[src/rtl/rs422_cmd_dispatch.sv]
// Frame parser between the RS422 UART receiver and the 1-to-5 channel mux.
// Hunts for the two sync bytes, decodes the destination into a one-hot cmd,
// streams payload bytes to the selected channel under back-pressure, verifies
// the checksum and then waits for the channel to acknowledge the frame.
module rs422_cmd_dispatch #(
    parameter logic [7:0]  SYNC0       = 8'hEB,
    parameter logic [7:0]  SYNC1       = 8'h90,
    parameter int unsigned BYTE_TO_CYC = 100000,
    parameter int unsigned DONE_TO_CYC = 1000000
) (
    input  logic       clk,
    input  logic       rst,
    input  logic [7:0] rx_data,
    input  logic       rx_valid,
    output logic [4:0] cmd,
    output logic       wen,
    output logic [7:0] din,
    input  logic       full,
    input  logic       rx_done,
    output logic       frame_ok,
    output logic       frame_err,
    output logic [2:0] err_code
);

    localparam logic [2:0] StIdle = 3'd0;
    localparam logic [2:0] StS1   = 3'd1;
    localparam logic [2:0] StType = 3'd2;
    localparam logic [2:0] StLen  = 3'd3;
    localparam logic [2:0] StPay  = 3'd4;
    localparam logic [2:0] StChk  = 3'd5;
    localparam logic [2:0] StWait = 3'd6;

    localparam int unsigned BtW = $clog2(BYTE_TO_CYC + 1);
    localparam int unsigned DtW = $clog2(DONE_TO_CYC + 1);
    localparam logic [BtW-1:0] BtLast = BtW'(BYTE_TO_CYC - 1);
    localparam logic [DtW-1:0] DtLast = DtW'(DONE_TO_CYC - 1);

    logic [2:0]     state_q, state_d;
    logic [4:0]     cmd_q, cmd_d;
    logic           wen_q, wen_d;
    logic [7:0]     din_q, din_d;
    logic           ok_q, ok_d;
    logic           err_q, err_d;
    logic [2:0]     err_code_q, err_code_d;
    logic [7:0]     sum_q, sum_d;
    logic [7:0]     cnt_q, cnt_d;
    logic           ovf_q, ovf_d;
    logic [BtW-1:0] byte_tmr_q, byte_tmr_d;
    logic [DtW-1:0] done_tmr_q, done_tmr_d;

    logic           in_frame;
    logic           abort;
    logic [2:0]     abort_code;

    // Next-state: frame parsing, timers and error/ack pulse generation.
    always_comb begin
        state_d    = state_q;
        cmd_d      = cmd_q;
        din_d      = din_q;
        err_code_d = err_code_q;
        sum_d      = sum_q;
        cnt_d      = cnt_q;
        ovf_d      = ovf_q;
        wen_d      = 1'b0;
        ok_d       = 1'b0;
        err_d      = 1'b0;
        byte_tmr_d = '0;
        done_tmr_d = '0;
        abort      = 1'b0;
        abort_code = 3'd0;

        // Inter-byte timer only runs while a frame is being received.
        in_frame = (state_q >= StS1) && (state_q <= StChk);
        if (in_frame && !rx_valid) begin
            if (byte_tmr_q == BtLast) begin
                abort      = 1'b1;
                abort_code = 3'd5;
            end else begin
                byte_tmr_d = byte_tmr_q + BtW'(1);
            end
        end

        if (!abort) begin
            case (state_q)
                StIdle: begin
                    if (rx_valid && rx_data == SYNC0) state_d = StS1;
                end
                StS1: begin
                    if (rx_valid) begin
                        if (rx_data == SYNC1)      state_d = StType;
                        else if (rx_data != SYNC0) state_d = StIdle;
                    end
                end
                StType: begin
                    if (rx_valid) begin
                        if (rx_data >= 8'd1 && rx_data <= 8'd5) begin
                            state_d = StLen;
                            cmd_d   = 5'd1 << (rx_data[2:0] - 3'd1);
                            sum_d   = rx_data;
                        end else begin
                            abort      = 1'b1;
                            abort_code = 3'd1;
                        end
                    end
                end
                StLen: begin
                    if (rx_valid) begin
                        if (rx_data == 8'd0) begin
                            abort      = 1'b1;
                            abort_code = 3'd2;
                        end else begin
                            cnt_d   = rx_data;
                            sum_d   = sum_q + rx_data;
                            ovf_d   = 1'b0;
                            state_d = StPay;
                        end
                    end
                end
                StPay: begin
                    if (rx_valid) begin
                        sum_d = sum_q + rx_data;
                        cnt_d = cnt_q - 8'd1;
                        // A full channel loses the byte; the frame is doomed.
                        if (full) begin
                            ovf_d = 1'b1;
                        end else begin
                            wen_d = 1'b1;
                            din_d = rx_data;
                        end
                        if (cnt_q == 8'd1) state_d = StChk;
                    end
                end
                StChk: begin
                    if (rx_valid) begin
                        if (ovf_q) begin
                            abort      = 1'b1;
                            abort_code = 3'd3;
                        end else if (rx_data != sum_q) begin
                            abort      = 1'b1;
                            abort_code = 3'd4;
                        end else begin
                            state_d = StWait;
                        end
                    end
                end
                StWait: begin
                    // Ack wins over a stray byte; timeout wins over a stray byte.
                    if (rx_done) begin
                        ok_d    = 1'b1;
                        cmd_d   = 5'd0;
                        state_d = StIdle;
                    end else if (done_tmr_q == DtLast) begin
                        abort      = 1'b1;
                        abort_code = 3'd6;
                    end else begin
                        done_tmr_d = done_tmr_q + DtW'(1);
                        if (rx_valid) begin
                            err_d      = 1'b1;
                            err_code_d = 3'd7;
                        end
                    end
                end
                default: state_d = StIdle;
            endcase
        end

        if (abort) begin
            state_d    = StIdle;
            cmd_d      = 5'd0;
            wen_d      = 1'b0;
            err_d      = 1'b1;
            err_code_d = abort_code;
        end
    end

    // State and output registers.
    always_ff @(posedge clk or posedge rst) begin
        if (rst) begin
            state_q    <= StIdle;
            cmd_q      <= 5'd0;
            wen_q      <= 1'b0;
            din_q      <= 8'd0;
            ok_q       <= 1'b0;
            err_q      <= 1'b0;
            err_code_q <= 3'd0;
            sum_q      <= 8'd0;
            cnt_q      <= 8'd0;
            ovf_q      <= 1'b0;
            byte_tmr_q <= '0;
            done_tmr_q <= '0;
        end else begin
            state_q    <= state_d;
            cmd_q      <= cmd_d;
            wen_q      <= wen_d;
            din_q      <= din_d;
            ok_q       <= ok_d;
            err_q      <= err_d;
            err_code_q <= err_code_d;
            sum_q      <= sum_d;
            cnt_q      <= cnt_d;
            ovf_q      <= ovf_d;
            byte_tmr_q <= byte_tmr_d;
            done_tmr_q <= done_tmr_d;
        end
    end

    assign cmd       = cmd_q;
    assign wen       = wen_q;
    assign din       = din_q;
    assign frame_ok  = ok_q;
    assign frame_err = err_q;
    assign err_code  = err_code_q;

endmodule

[config.mk]
export PLATFORM = sky130hd
export DESIGN_NAME = rs422_cmd_dispatch
export DESIGN_NICKNAME = d
export VERILOG_FILES = /design/src/rtl/rs422_cmd_dispatch.sv
export SDC_FILE = /design/constraint.sdc
export NUM_CORES = 1
export LEC_CHECK = 0
export CORE_MARGIN = 4
export CORE_UTILIZATION = 26
export DETAILED_ROUTE_END_ITERATION = 7
export PLACE_DENSITY = 0.45
export SYNTH_ARGS = -nofsm -noshare
export SYNTH_HDL_FRONTEND = slang
export SYNTH_SLANG_ARGS = --single-unit
[constraint.sdc]
create_clock -name clk -period 3 [get_ports clk]
set_input_delay 0.3 -clock clk [delete_from_list [all_inputs] [get_ports clk]]
set_output_delay 0.3 -clock clk [all_outputs]
set_load 0.005 [all_outputs]
==> report_table.html, run 1 <==
<table>
<tr><th>Metric</th><th>Value</th></tr>
<tr><th colspan="2">Hold path</th></tr>
<tr><td>Path class of the lowest-slack min-delay path</td><td>input port to async pin</td></tr>
<tr><th colspan="2">Clock network</th></tr>
<tr><td>Number of hold-repair buffers added at the cts stage</td><td>0</td></tr>
<tr><td>Number of gates resized after CTS</td><td>0</td></tr>
<tr><td>Clock H-tree levels</td><td>3</td></tr>
<tr><td>Clock-pin slew reported for the worst setup and hold paths after clock tree synthesis</td><td>0.06 ns</td></tr>
<tr><td>Clock latency at the later pin of the worst-skew pair</td><td>0.34 ns</td></tr>
<tr><td>Maximum root-to-sink buffer count</td><td>2</td></tr>
<tr><td>TritonCTS clock tree</td><td>built</td></tr>
<tr><td>Post-CTS Repair Setup Buffers</td><td>0</td></tr>
<tr><td>Clock root buffer</td><td>sky130_fd_sc_hd__clkbuf_16</td></tr>
<tr><td>CTS Buf Count</td><td>9</td></tr>
<tr><td>CTS sink count</td><td>76</td></tr>
<tr><th colspan="2">Placed design</th></tr>
<tr><td>Detail Placement HPWL</td><td>7760 µm</td></tr>
<tr><td>Port Buffer Count</td><td>31</td></tr>
<tr><td>Final GP Congestion</td><td>0.817</td></tr>
<tr><td>Placed cell areas</td><td>5010 µm²</td></tr>
<tr><th colspan="2">Route</th></tr>
<tr><td>Antenna Violating Nets Remaining</td><td>0</td></tr>
<tr><td>Initial DRC Count</td><td>142</td></tr>
<tr><td>Vias/cell</td><td>4.82</td></tr>
<tr><td>Pre-Repair DR Iteration Count</td><td>4</td></tr>
<tr><td>Vias post-DR</td><td>3,528</td></tr>
<tr><td>DRC Markers</td><td>0</td></tr>
<tr><td>Final WL</td><td>10,900 µm</td></tr>
<tr><td>Routed length per placed instance</td><td>14.9 µm</td></tr>
<tr><th colspan="2">STA</th></tr>
<tr><td>Time the worst path needs with I/O delays and setup</td><td>2.77 ns</td></tr>
<tr><td>Final setup violation count</td><td>0</td></tr>
<tr><td>WHS</td><td>0.373 ns</td></tr>
<tr><td>Number of max-slew violations in the final report</td><td>0</td></tr>
<tr><td>RSZ-0062 raised after global routing</td><td>false</td></tr>
<tr><td>Share of the cycle needed by the critical path after routing</td><td>0.924</td></tr>
<tr><td>Setup clock skew after layout</td><td>0.00788 ns</td></tr>
<tr><td>Max_slew headroom</td><td>0.647</td></tr>
<tr><td>Setup TNS</td><td>0 ns</td></tr>
<tr><td>Final Hold Violating Endpoints</td><td>0</td></tr>
<tr><td>Maximum operating frequency</td><td>361 MHz</td></tr>
<tr><td>Slew at the pin with the worst max-slew slack</td><td>0.530 ns</td></tr>
<tr><th colspan="2">Worst setup path</th></tr>
<tr><td>Number of cells traversed by the worst register-to-register path</td><td>6</td></tr>
<tr><td>Endpoint type of the worst setup path</td><td>register</td></tr>
<tr><td>Startpoint-to-endpoint class of the critical path</td><td>input port to register</td></tr>
<tr><td>Required time at the worst-slack endpoint</td><td>3.27 ns</td></tr>
<tr><td>Highest net fanout along the worst path</td><td>2</td></tr>
<tr><td>Crit path launch type</td><td>input port</td></tr>
<tr><td>Data arrival at the endpoint of the critical path</td><td>3.04 ns</td></tr>
<tr><th colspan="2">Synthesis</th></tr>
<tr><td>Post-synthesis average cell area</td><td>9.29 µm²</td></tr>
<tr><td>Net count of the mapped netlist</td><td>488</td></tr>
<tr><td>Number of storage elements in the synthesis netlist</td><td>76</td></tr>
<tr><td>Unique masters post-synth</td><td>61</td></tr>
<tr><td>Fraction of registers with async set or reset after synthesis</td><td>1.00</td></tr>
<tr><td>Sequential-to-total area share from yosys stat</td><td>0.443</td></tr>
<tr><td>Number of enable-type register cells in the synthesized netlist</td><td>0</td></tr>
<tr><td>Syn Inst Count</td><td>462</td></tr>
<tr><td>Yosys synthesis warning count</td><td>0</td></tr>
<tr><td>Predominant post-synthesis flop cell</td><td>sky130_fd_sc_hd__dfrtp_1</td></tr>
<tr><td>Syn Std Cell Area</td><td>4290 µm²</td></tr>
<tr><th colspan="2">Power and ir drop</th></tr>
<tr><td>IR Drop Worst-Case VDD</td><td>0.249 mV</td></tr>
<tr><td>Leakage Power</td><td>2.23 nW</td></tr>
<tr><td>Net Sw Power</td><td>0.906 mW</td></tr>
<tr><td>Fraction of power consumed by sequential logic</td><td>0.393</td></tr>
<tr><td>Total power per unit cell area</td><td>593 nW/µm²</td></tr>
<tr><td>Clock network power share</td><td>0.381</td></tr>
<tr><td>Switching Share</td><td>0.286</td></tr>
<tr><td>Comb pwr share</td><td>0.226</td></tr>
<tr><td>Internal</td><td>2.26 mW</td></tr>
<tr><th colspan="2">Global routing</th></tr>
<tr><td>Layer with the highest usage after global routing</td><td>met2</td></tr>
<tr><td>Initial antenna violation count</td><td>0</td></tr>
<tr><td>Fraction of met1 tracks used by global routing</td><td>0.171</td></tr>
<tr><td>Remaining global-route overflow</td><td>0</td></tr>
<tr><td>Met3 capacity usage during global routing</td><td>0.0340</td></tr>
<tr><td>GR met2 Demand/Resource</td><td>0.190</td></tr>
<tr><td>Wire length of the first global-routing pass</td><td>18,300 µm</td></tr>
<tr><td>Global router's overall resource usage</td><td>0.125</td></tr>
<tr><td>Largest net degree at the start of global routing</td><td>77</td></tr>
<tr><td>Vias in the first global route</td><td>3,523</td></tr>
<tr><th colspan="2">Die</th></tr>
<tr><td>Initial Util</td><td>0.268</td></tr>
<tr><td>Floorplan die width</td><td>136 µm</td></tr>
<tr><td>DIE AREA</td><td>18,600 µm²</td></tr>
<tr><td>Die boundary height</td><td>136 µm</td></tr>
<tr><td>Number of rows created at floorplan</td><td>46</td></tr>
<tr><td>I/O pin cnt</td><td>32</td></tr>
<tr><td>Core region area</td><td>16,000 µm²</td></tr>
<tr><th colspan="2">Flow run</th></tr>
<tr><td>Max-capacitance violation count</td><td>0</td></tr>
<tr><th colspan="2">Final layout</th></tr>
<tr><td>Post-Route Utilization</td><td>0.334</td></tr>
<tr><td>Summed area of non-filler cells in the final layout</td><td>5350 µm²</td></tr>
<tr><td>Layout net count</td><td>537</td></tr>
<tr><td>Share of final-layout standard cells stronger than drive strength 1</td><td>0.101</td></tr>
<tr><td>Signed area change from the synthesized netlist to the final layout</td><td>24.7%</td></tr>
<tr><td>Final antenna diode count</td><td>0</td></tr>
<tr><th colspan="2">Status</th></tr>
<tr><td>Outcome</td><td>complete, no violations</td></tr>
</table>
==> final cells by class <==
cell class	instances	area (µm²)
clock inverters	3	68.8
multi-input cells	348	2250
well taps	216	270
fillers	1692	10700
flip-flops and latches	76	1900
clock buffers	13	260
repair buffers	59	533
inverters	17	63.8
==> path summary, 6_finish.rpt <==
path	from	end	slack [ns]
worst max-delay path	rx_data[6]	state_q[1]$_DFFE_PP0P_	0.23
worst min-delay path	rst	done_tmr_q[0]$_DFF_PP0_	0.37
worst max register to register	sum_q[5]$_DFFE_PP0P_	state_q[1]$_DFFE_PP0P_	0.27
worst min register to register	done_tmr_q[0]$_DFF_PP0_	done_tmr_q[0]$_DFF_PP0_	0.46
max in group asynchronous	rst	sum_q[4]$_DFFE_PP0P_	2.31
min in group clk	done_tmr_q[0]$_DFF_PP0_	done_tmr_q[0]$_DFF_PP0_	0.46
==> synthesized netlist by cell type, drive strengths merged, types with 12 or more instances <==
cell	number	area, µm²
dfrtp	76	1900
nor2	60	225
o21ai	30	150
nand2	23	86.3
a21oi	22	110
xnor2	21	184
clkbuf	20	76.3
nor3	20	100
inv	17	63.8
nand3	17	85.1
mux2	16	180
ha	12	150
nand4	12	75.1
xor2	12	105
==> layer usage <==
| layer | part of all wire | wire (µm) |
|---|---|---|
| met1 | 0.49 | 5320 |
| met2 | 0.46 | 5040 |
| met3 | 0.035 | 385 |
| met4 | 0.015 | 167 |
| met5 | 0 | 0 |
==> cells by family after synthesis <==
logic type / count (synthesis) / share of synthesized area
adder cells (fa/ha/maj): 13 / 0.0396
XOR/XNOR: 33 / 0.0673
multiplexers: 16 / 0.0420
flip-flops: 76 / 0.443
AND/OR/NAND/NOR: 197 / 0.241
buffers and inverters: 38 / 0.0338
AO/OA/AOI/OAI: 89 / 0.133
==> power by group through the flow <==
stage               Combinational, mW  Clock, mW  Sequential (mW)
finish                          0.717       1.21             1.25
global placement                0.716          0             1.26
CTS                             0.726       1.24             1.24
global route                    0.811       1.29             1.26
detailed placement              0.719          0             1.26
floorplan                       0.466          0             1.21
==> sequential cells by signal (all words and copies together) (netlist names) <==
| signal | cells |
|---|---|
| done_tmr_q | 20 |
| cmd | 5 |
| wen | 1 |
| sum_q | 8 |
| cnt_q | 8 |
| din | 8 |
| ovf_q | 1 |
| state_q | 3 |
| frame_err | 1 |
| frame_ok | 1 |
| err_code | 3 |
| byte_tmr_q | 17 |
==> metrics by stage <==
| step | worst slack [ns] | instances | total power, mW |
|---|---|---|---|
| finish | 0.228 | 732 | 3.17 |
| global placement | -0.0774 | 716 | 1.98 |
| CTS | 0.256 | 732 | 3.21 |
| global route | 0.104 | 732 | 3.36 |
| detailed placement | -0.109 | 716 | 1.98 |
| floorplan | 0.322 | 462 | 1.68 |
==> cell usage in the layout (no fill, tap or decap), drive strengths merged, types with 10 or more instances in the layout <==
master	Yosys	routed
nor3	20	20
clkdlybuf4s50	0	31
nand3	17	17
o21ai	30	30
ha	12	12
nor2	60	60
xnor2	21	21
buf	1	28
mux2	16	16
nand2	23	23
clkbuf	20	13
and3	11	11
xor2	12	12
nand4	12	12
a21oi	22	22
dfrtp	76	76
or3	10	10
inv	17	17
==> critical path, stage by stage <==
cell and delay, ns:
sky130_fd_sc_hd__clkdlybuf4s50_1 0.45, sky130_fd_sc_hd__ha_1 0.35, sky130_fd_sc_hd__or4_1 0.53, sky130_fd_sc_hd__o311a_1 0.42
sky130_fd_sc_hd__or3_1 0.34, sky130_fd_sc_hd__or4_1 0.51, sky130_fd_sc_hd__a21oi_1 0.15
Power figures use the tool's default switching activity.
==> inputs of run 2 (changes only) <==
--- a/config.mk
+++ b/config.mk
@@ -5,6 +5,7 @@
 export SDC_FILE = /design/constraint.sdc
 export NUM_CORES = 1
 export LEC_CHECK = 0
+export ABC_AREA = 1
 export CORE_MARGIN = 4
 export CORE_UTILIZATION = 26
 export DETAILED_ROUTE_END_ITERATION = 7
==> run 2 against run 1 <==
Wire length increased by 3.3%. Register-to-register slack improved by 0.73 ns. Fmax increased by 29%. Die area increased by 6.0%. Utilization decreased by 1.6 points. Clock skew increased by 0.0043 ns.
==> report_table.html, run 2 <==
<table>
<tr><th>Metric</th><th>Value</th></tr>
<tr><th colspan="2">Status</th></tr>
<tr><td>Outcome</td><td>complete, no violations</td></tr>
<tr><th colspan="2">Synthesis</th></tr>
<tr><td>Dominant cell type by area after synthesis</td><td>sky130_fd_sc_hd__dfrtp_1</td></tr>
<tr><td>Number of enable-type register cells in the synthesized netlist</td><td>0</td></tr>
<tr><td>Unique masters post-synth</td><td>46</td></tr>
<tr><td>Predominant post-synthesis flop cell</td><td>sky130_fd_sc_hd__dfrtp_1</td></tr>
<tr><td>Fraction of the mapped netlist area in adder cells</td><td>0.0373</td></tr>
<tr><td>Fraction of the mapped netlist area in simple logic gates</td><td>0.323</td></tr>
<tr><td>Largest cells by area after synthesis</td><td>sky130_fd_sc_hd__dfrtp_1 42%, sky130_fd_sc_hd__nand2_1 9.3%, sky130_fd_sc_hd__nor2_1 6.5%, sky130_fd_sc_hd__inv_1 5.8%, sky130_fd_sc_hd__a21oi_1 4.5%</td></tr>
<tr><td>Multiplexer share of the synthesized area</td><td>0.00247</td></tr>
<tr><td>Most frequent cell after synthesis</td><td>sky130_fd_sc_hd__nand2_1</td></tr>
<tr><td>Sequential-to-total area share from yosys stat</td><td>0.417</td></tr>
<tr><td>Syn Inst Count</td><td>594</td></tr>
<tr><td>Number of storage elements in the synthesis netlist</td><td>76</td></tr>
<tr><td>Syn Std Cell Area</td><td>4570 µm²</td></tr>
<tr><td>Compound-Gate Fraction of Synth Area</td><td>0.115</td></tr>
<tr><td>Post-synthesis xor/xnor area fraction</td><td>0.0288</td></tr>
<tr><td>Dominant combinational cell family by area after synthesis</td><td>simple AND/OR/NAND/NOR gates</td></tr>
<tr><td>Post-synthesis average cell area</td><td>7.69 µm²</td></tr>
<tr><td>Fraction of registers with async set or reset after synthesis</td><td>1.00</td></tr>
<tr><td>Most common library cells after synthesis</td><td>113 x sky130_fd_sc_hd__nand2_1, 79 x sky130_fd_sc_hd__nor2_1, 76 x sky130_fd_sc_hd__dfrtp_1, 71 x sky130_fd_sc_hd__inv_1, 41 x sky130_fd_sc_hd__a21oi_1</td></tr>
<tr><td>Yosys synthesis warning count</td><td>0</td></tr>
<tr><td>Share of the synthesized area in the top cell type</td><td>0.417</td></tr>
<tr><td>Net count of the mapped netlist</td><td>620</td></tr>
<tr><th colspan="2">Global routing</th></tr>
<tr><td>Initial antenna violation count</td><td>1</td></tr>
<tr><td>Largest net degree at the start of global routing</td><td>49</td></tr>
<tr><td>Wire length of the first global-routing pass</td><td>19,200 µm</td></tr>
<tr><td>Vias in the first global route</td><td>3,805</td></tr>
<tr><td>Global router's overall resource usage</td><td>0.121</td></tr>
<tr><td>Remaining global-route overflow</td><td>0</td></tr>
<tr><th colspan="2">Final layout</th></tr>
<tr><td>Register Area</td><td>1900 µm²</td></tr>
<tr><td>Area of combinational cells with multiple inputs</td><td>2310 µm²</td></tr>
<tr><td>Flip-flop count of the largest register, all copies and words added</td><td>20</td></tr>
<tr><td>Top Registers</td><td>done_tmr_q: 20 flops, byte_tmr_q: 17 flops</td></tr>
<tr><td>Post-Route Utilization</td><td>0.318</td></tr>
<tr><td>Largest reg by FF count</td><td>done_tmr_q</td></tr>
<tr><td>Commonest non-fill, non-tap cell in the layout</td><td>sky130_fd_sc_hd__nand2_1</td></tr>
<tr><td>Final antenna diode count</td><td>0</td></tr>
<tr><td>Leading cell types in the layout, fill and taps excluded</td><td>113 x sky130_fd_sc_hd__nand2_1, 79 x sky130_fd_sc_hd__nor2_1, 76 x sky130_fd_sc_hd__dfrtp_1, 70 x sky130_fd_sc_hd__inv_1, 41 x sky130_fd_sc_hd__a21oi_1</td></tr>
<tr><td>Signed area change from the synthesized netlist to the final layout</td><td>20.1%</td></tr>
<tr><td>Final-layout fill cell count</td><td>1,796</td></tr>
<tr><td>Layout net count</td><td>660</td></tr>
<tr><td>Share of final-layout standard cells stronger than drive strength 1</td><td>0.122</td></tr>
<tr><th colspan="2">Worst setup path</th></tr>
<tr><td>Number of cells traversed by the worst register-to-register path</td><td>8</td></tr>
<tr><td>Worst reg2reg path startpoint</td><td>state_q[1]$_DFFE_PP0P_</td></tr>
<tr><td>Startpoint-to-endpoint class of the critical path</td><td>input port to register</td></tr>
<tr><td>Required time at the worst-slack endpoint</td><td>3.23 ns</td></tr>
<tr><td>Worst R2R Setup Slack</td><td>1.00 ns</td></tr>
<tr><td>Endpoint type of the worst setup path</td><td>register</td></tr>
<tr><td>Worst R2R End</td><td>cnt_q[2]$_DFFE_PP0P_</td></tr>
<tr><td>Highest net fanout along the worst path</td><td>10</td></tr>
<tr><td>Data arrival at the endpoint of the critical path</td><td>2.38 ns</td></tr>
<tr><td>Crit path launch type</td><td>input port</td></tr>
<tr><th colspan="2">Clock network</th></tr>
<tr><td>CTS Buf Count</td><td>9</td></tr>
<tr><td>CTS sink count</td><td>76</td></tr>
<tr><td>Maximum root-to-sink buffer count</td><td>2</td></tr>
<tr><td>Clock H-tree levels</td><td>3</td></tr>
<tr><td>Clock latency at the later pin of the worst-skew pair</td><td>0.35 ns</td></tr>
<tr><td>Clock root buffer</td><td>sky130_fd_sc_hd__clkbuf_16</td></tr>
<tr><td>Number of hold-repair buffers added at the cts stage</td><td>0</td></tr>
<tr><td>TritonCTS clock tree</td><td>built</td></tr>
<tr><td>Number of gates resized after CTS</td><td>0</td></tr>
<tr><td>Clock-pin slew reported for the worst setup and hold paths after clock tree synthesis</td><td>0.06 ns</td></tr>
<tr><td>Post-CTS Repair Setup Buffers</td><td>0</td></tr>
<tr><th colspan="2">STA</th></tr>
<tr><td>Final Hold Violating Endpoints</td><td>0</td></tr>
<tr><td>Maximum operating frequency</td><td>465 MHz</td></tr>
<tr><td>Share of the cycle needed by the critical path after routing</td><td>0.717</td></tr>
<tr><td>Slew at the pin with the worst max-slew slack</td><td>0.631 ns</td></tr>
<tr><td>Setup clock skew after layout</td><td>0.0121 ns</td></tr>
<tr><td>Number of max-slew violations in the final report</td><td>0</td></tr>
<tr><td>Time the worst path needs with I/O delays and setup</td><td>2.15 ns</td></tr>
<tr><td>Max_slew headroom</td><td>0.579</td></tr>
<tr><td>Setup TNS</td><td>0 ns</td></tr>
<tr><td>WHS</td><td>0.369 ns</td></tr>
<tr><td>RSZ-0062 raised after global routing</td><td>false</td></tr>
<tr><td>Final setup violation count</td><td>0</td></tr>
<tr><th colspan="2">Die</th></tr>
<tr><td>Die boundary height</td><td>141 µm</td></tr>
<tr><td>Number of rows created at floorplan</td><td>48</td></tr>
<tr><td>Floorplan die width</td><td>141 µm</td></tr>
<tr><td>Initial Util</td><td>0.265</td></tr>
<tr><td>I/O pin cnt</td><td>32</td></tr>
<tr><td>Core region area</td><td>17,200 µm²</td></tr>
<tr><td>DIE AREA</td><td>19,700 µm²</td></tr>
<tr><th colspan="2">Power and ir drop</th></tr>
<tr><td>Internal</td><td>2.45 mW</td></tr>
<tr><td>Leakage Power</td><td>2.46 nW</td></tr>
<tr><td>Comb pwr share</td><td>0.321</td></tr>
<tr><td>IR Drop Worst-Case VDD</td><td>0.278 mV</td></tr>
<tr><td>Switching Share</td><td>0.348</td></tr>
<tr><td>Clock network power share</td><td>0.304</td></tr>
<tr><td>Total power per unit cell area</td><td>686 nW/µm²</td></tr>
<tr><td>Fraction of power consumed by sequential logic</td><td>0.375</td></tr>
<tr><td>Net Sw Power</td><td>1.31 mW</td></tr>
<tr><th colspan="2">Flow run</th></tr>
<tr><td>Max-capacitance violation count</td><td>0</td></tr>
<tr><th colspan="2">Route</th></tr>
<tr><td>Final WL</td><td>11,300 µm</td></tr>
<tr><td>Vias post-DR</td><td>3,973</td></tr>
<tr><td>Vias/cell</td><td>4.60</td></tr>
<tr><td>Routed length per placed instance</td><td>13.0 µm</td></tr>
<tr><td>Antenna Violating Nets Remaining</td><td>0</td></tr>
<tr><td>Pre-Repair DR Iteration Count</td><td>4</td></tr>
<tr><td>DRC Markers</td><td>0</td></tr>
<tr><td>Initial DRC Count</td><td>253</td></tr>
<tr><th colspan="2">Placed design</th></tr>
<tr><td>Port Buffer Count</td><td>31</td></tr>
<tr><td>Detail Placement HPWL</td><td>8490 µm</td></tr>
<tr><td>Final GP Congestion</td><td>0.816</td></tr>
<tr><th colspan="2">Hold path</th></tr>
<tr><td>Path class of the lowest-slack min-delay path</td><td>input port to async pin</td></tr>
</table>
-- run 2: cell count changes after synthesis, moves of 14 or more --
cell,delta
sky130_fd_sc_hd__xnor2_1,-16
sky130_fd_sc_hd__inv_1,+54
sky130_fd_sc_hd__nor2_1,+19
sky130_fd_sc_hd__clkbuf_1,-17
sky130_fd_sc_hd__nand2_1,+90
sky130_fd_sc_hd__a21oi_1,+19
sky130_fd_sc_hd__nand2_2,+14
sky130_fd_sc_hd__nand3_1,+16
-- run 2: cell type report --
class,instances,share of cell area
sequential,76,0.347
clock buffer,10,0.0436
tap,225,0.0513
inverter,79,0.0541
timing repair buffer,39,0.0698
clock inverter,6,0.0130
multi-input combinational,429,0.421
-- run 2: worst max path at each step --
| stage | end | depth (start not counted) | start |
|---|---|---|---|
| after global placement | sum_q[6]$_DFFE_PP0P_ | 13 | rx_data[1] |
| after floorplan | byte_tmr_q[0]$_DFF_PP0_ | 1 | rst |
| after detailed placement | state_q[1]$_DFFE_PP0P_ | 12 | rx_data[1] |
| after global routing | state_q[1]$_DFFE_PP0P_ | 12 | rx_data[1] |
| final | state_q[1]$_DFFE_PP0P_ | 12 | rx_data[1] |
| after CTS | state_q[1]$_DFFE_PP0P_ | 12 | rx_data[1] |
-- run 2: power groups by stage --
stage / logic, mW / clock network [mW] / registers (mW)
floorplan: 0.814 / 0 / 1.40
global placement: 1.21 / 0 / 1.43
detailed placement: 1.21 / 0 / 1.43
CTS: 1.22 / 1.18 / 1.41
global route: 1.38 / 1.22 / 1.44
finish: 1.21 / 1.15 / 1.41
-- run 2: worst max-delay path: stages --
cell and delay, ns:
sky130_fd_sc_hd__clkdlybuf4s50_1 0.72, sky130_fd_sc_hd__ha_1 0.32, sky130_fd_sc_hd__nor2_1 0.09, sky130_fd_sc_hd__nand2_1 0.05, sky130_fd_sc_hd__nor2_1 0.19, sky130_fd_sc_hd__nand2_1 0.08
sky130_fd_sc_hd__nand2_1 0.07, sky130_fd_sc_hd__nand2_1 0.05, sky130_fd_sc_hd__nor2_1 0.20, sky130_fd_sc_hd__nand3_1 0.15, sky130_fd_sc_hd__nand2_1 0.10, sky130_fd_sc_hd__a21oi_1 0.07
-- run 2: layer usage --
metal  share of wire  global-route usage  up-vias
li1                -                   -     2033
met3           0.033              0.0318       15
met1            0.50               0.161     1860
met5          0.0012                   0        -
met4           0.016              0.0449        2
met2            0.45               0.189       63
-- run 2: cell families after synthesis --
logic type               Yosys count
buffers and inverters             89
AO/OA/AOI/OAI                     93
adder cells (fa/ha/maj)           13
AND/OR/NAND/NOR                  307
flip-flops                        76
multiplexers                       1
XOR/XNOR                          15
-- run 2: per-stage QoR --
stage                     setup WS (ns)  instance area (µm²)  cells  total power, mW
final                             0.848                 5480    864             3.76
after CTS                         0.865                 5480    864             3.81
after global routing              0.662                 5480    864             4.04
after detailed placement          0.508                 5170    848             2.64
after global placement            0.551                 5170    848             2.64
after floorplan                   0.762                 4570    594             2.21
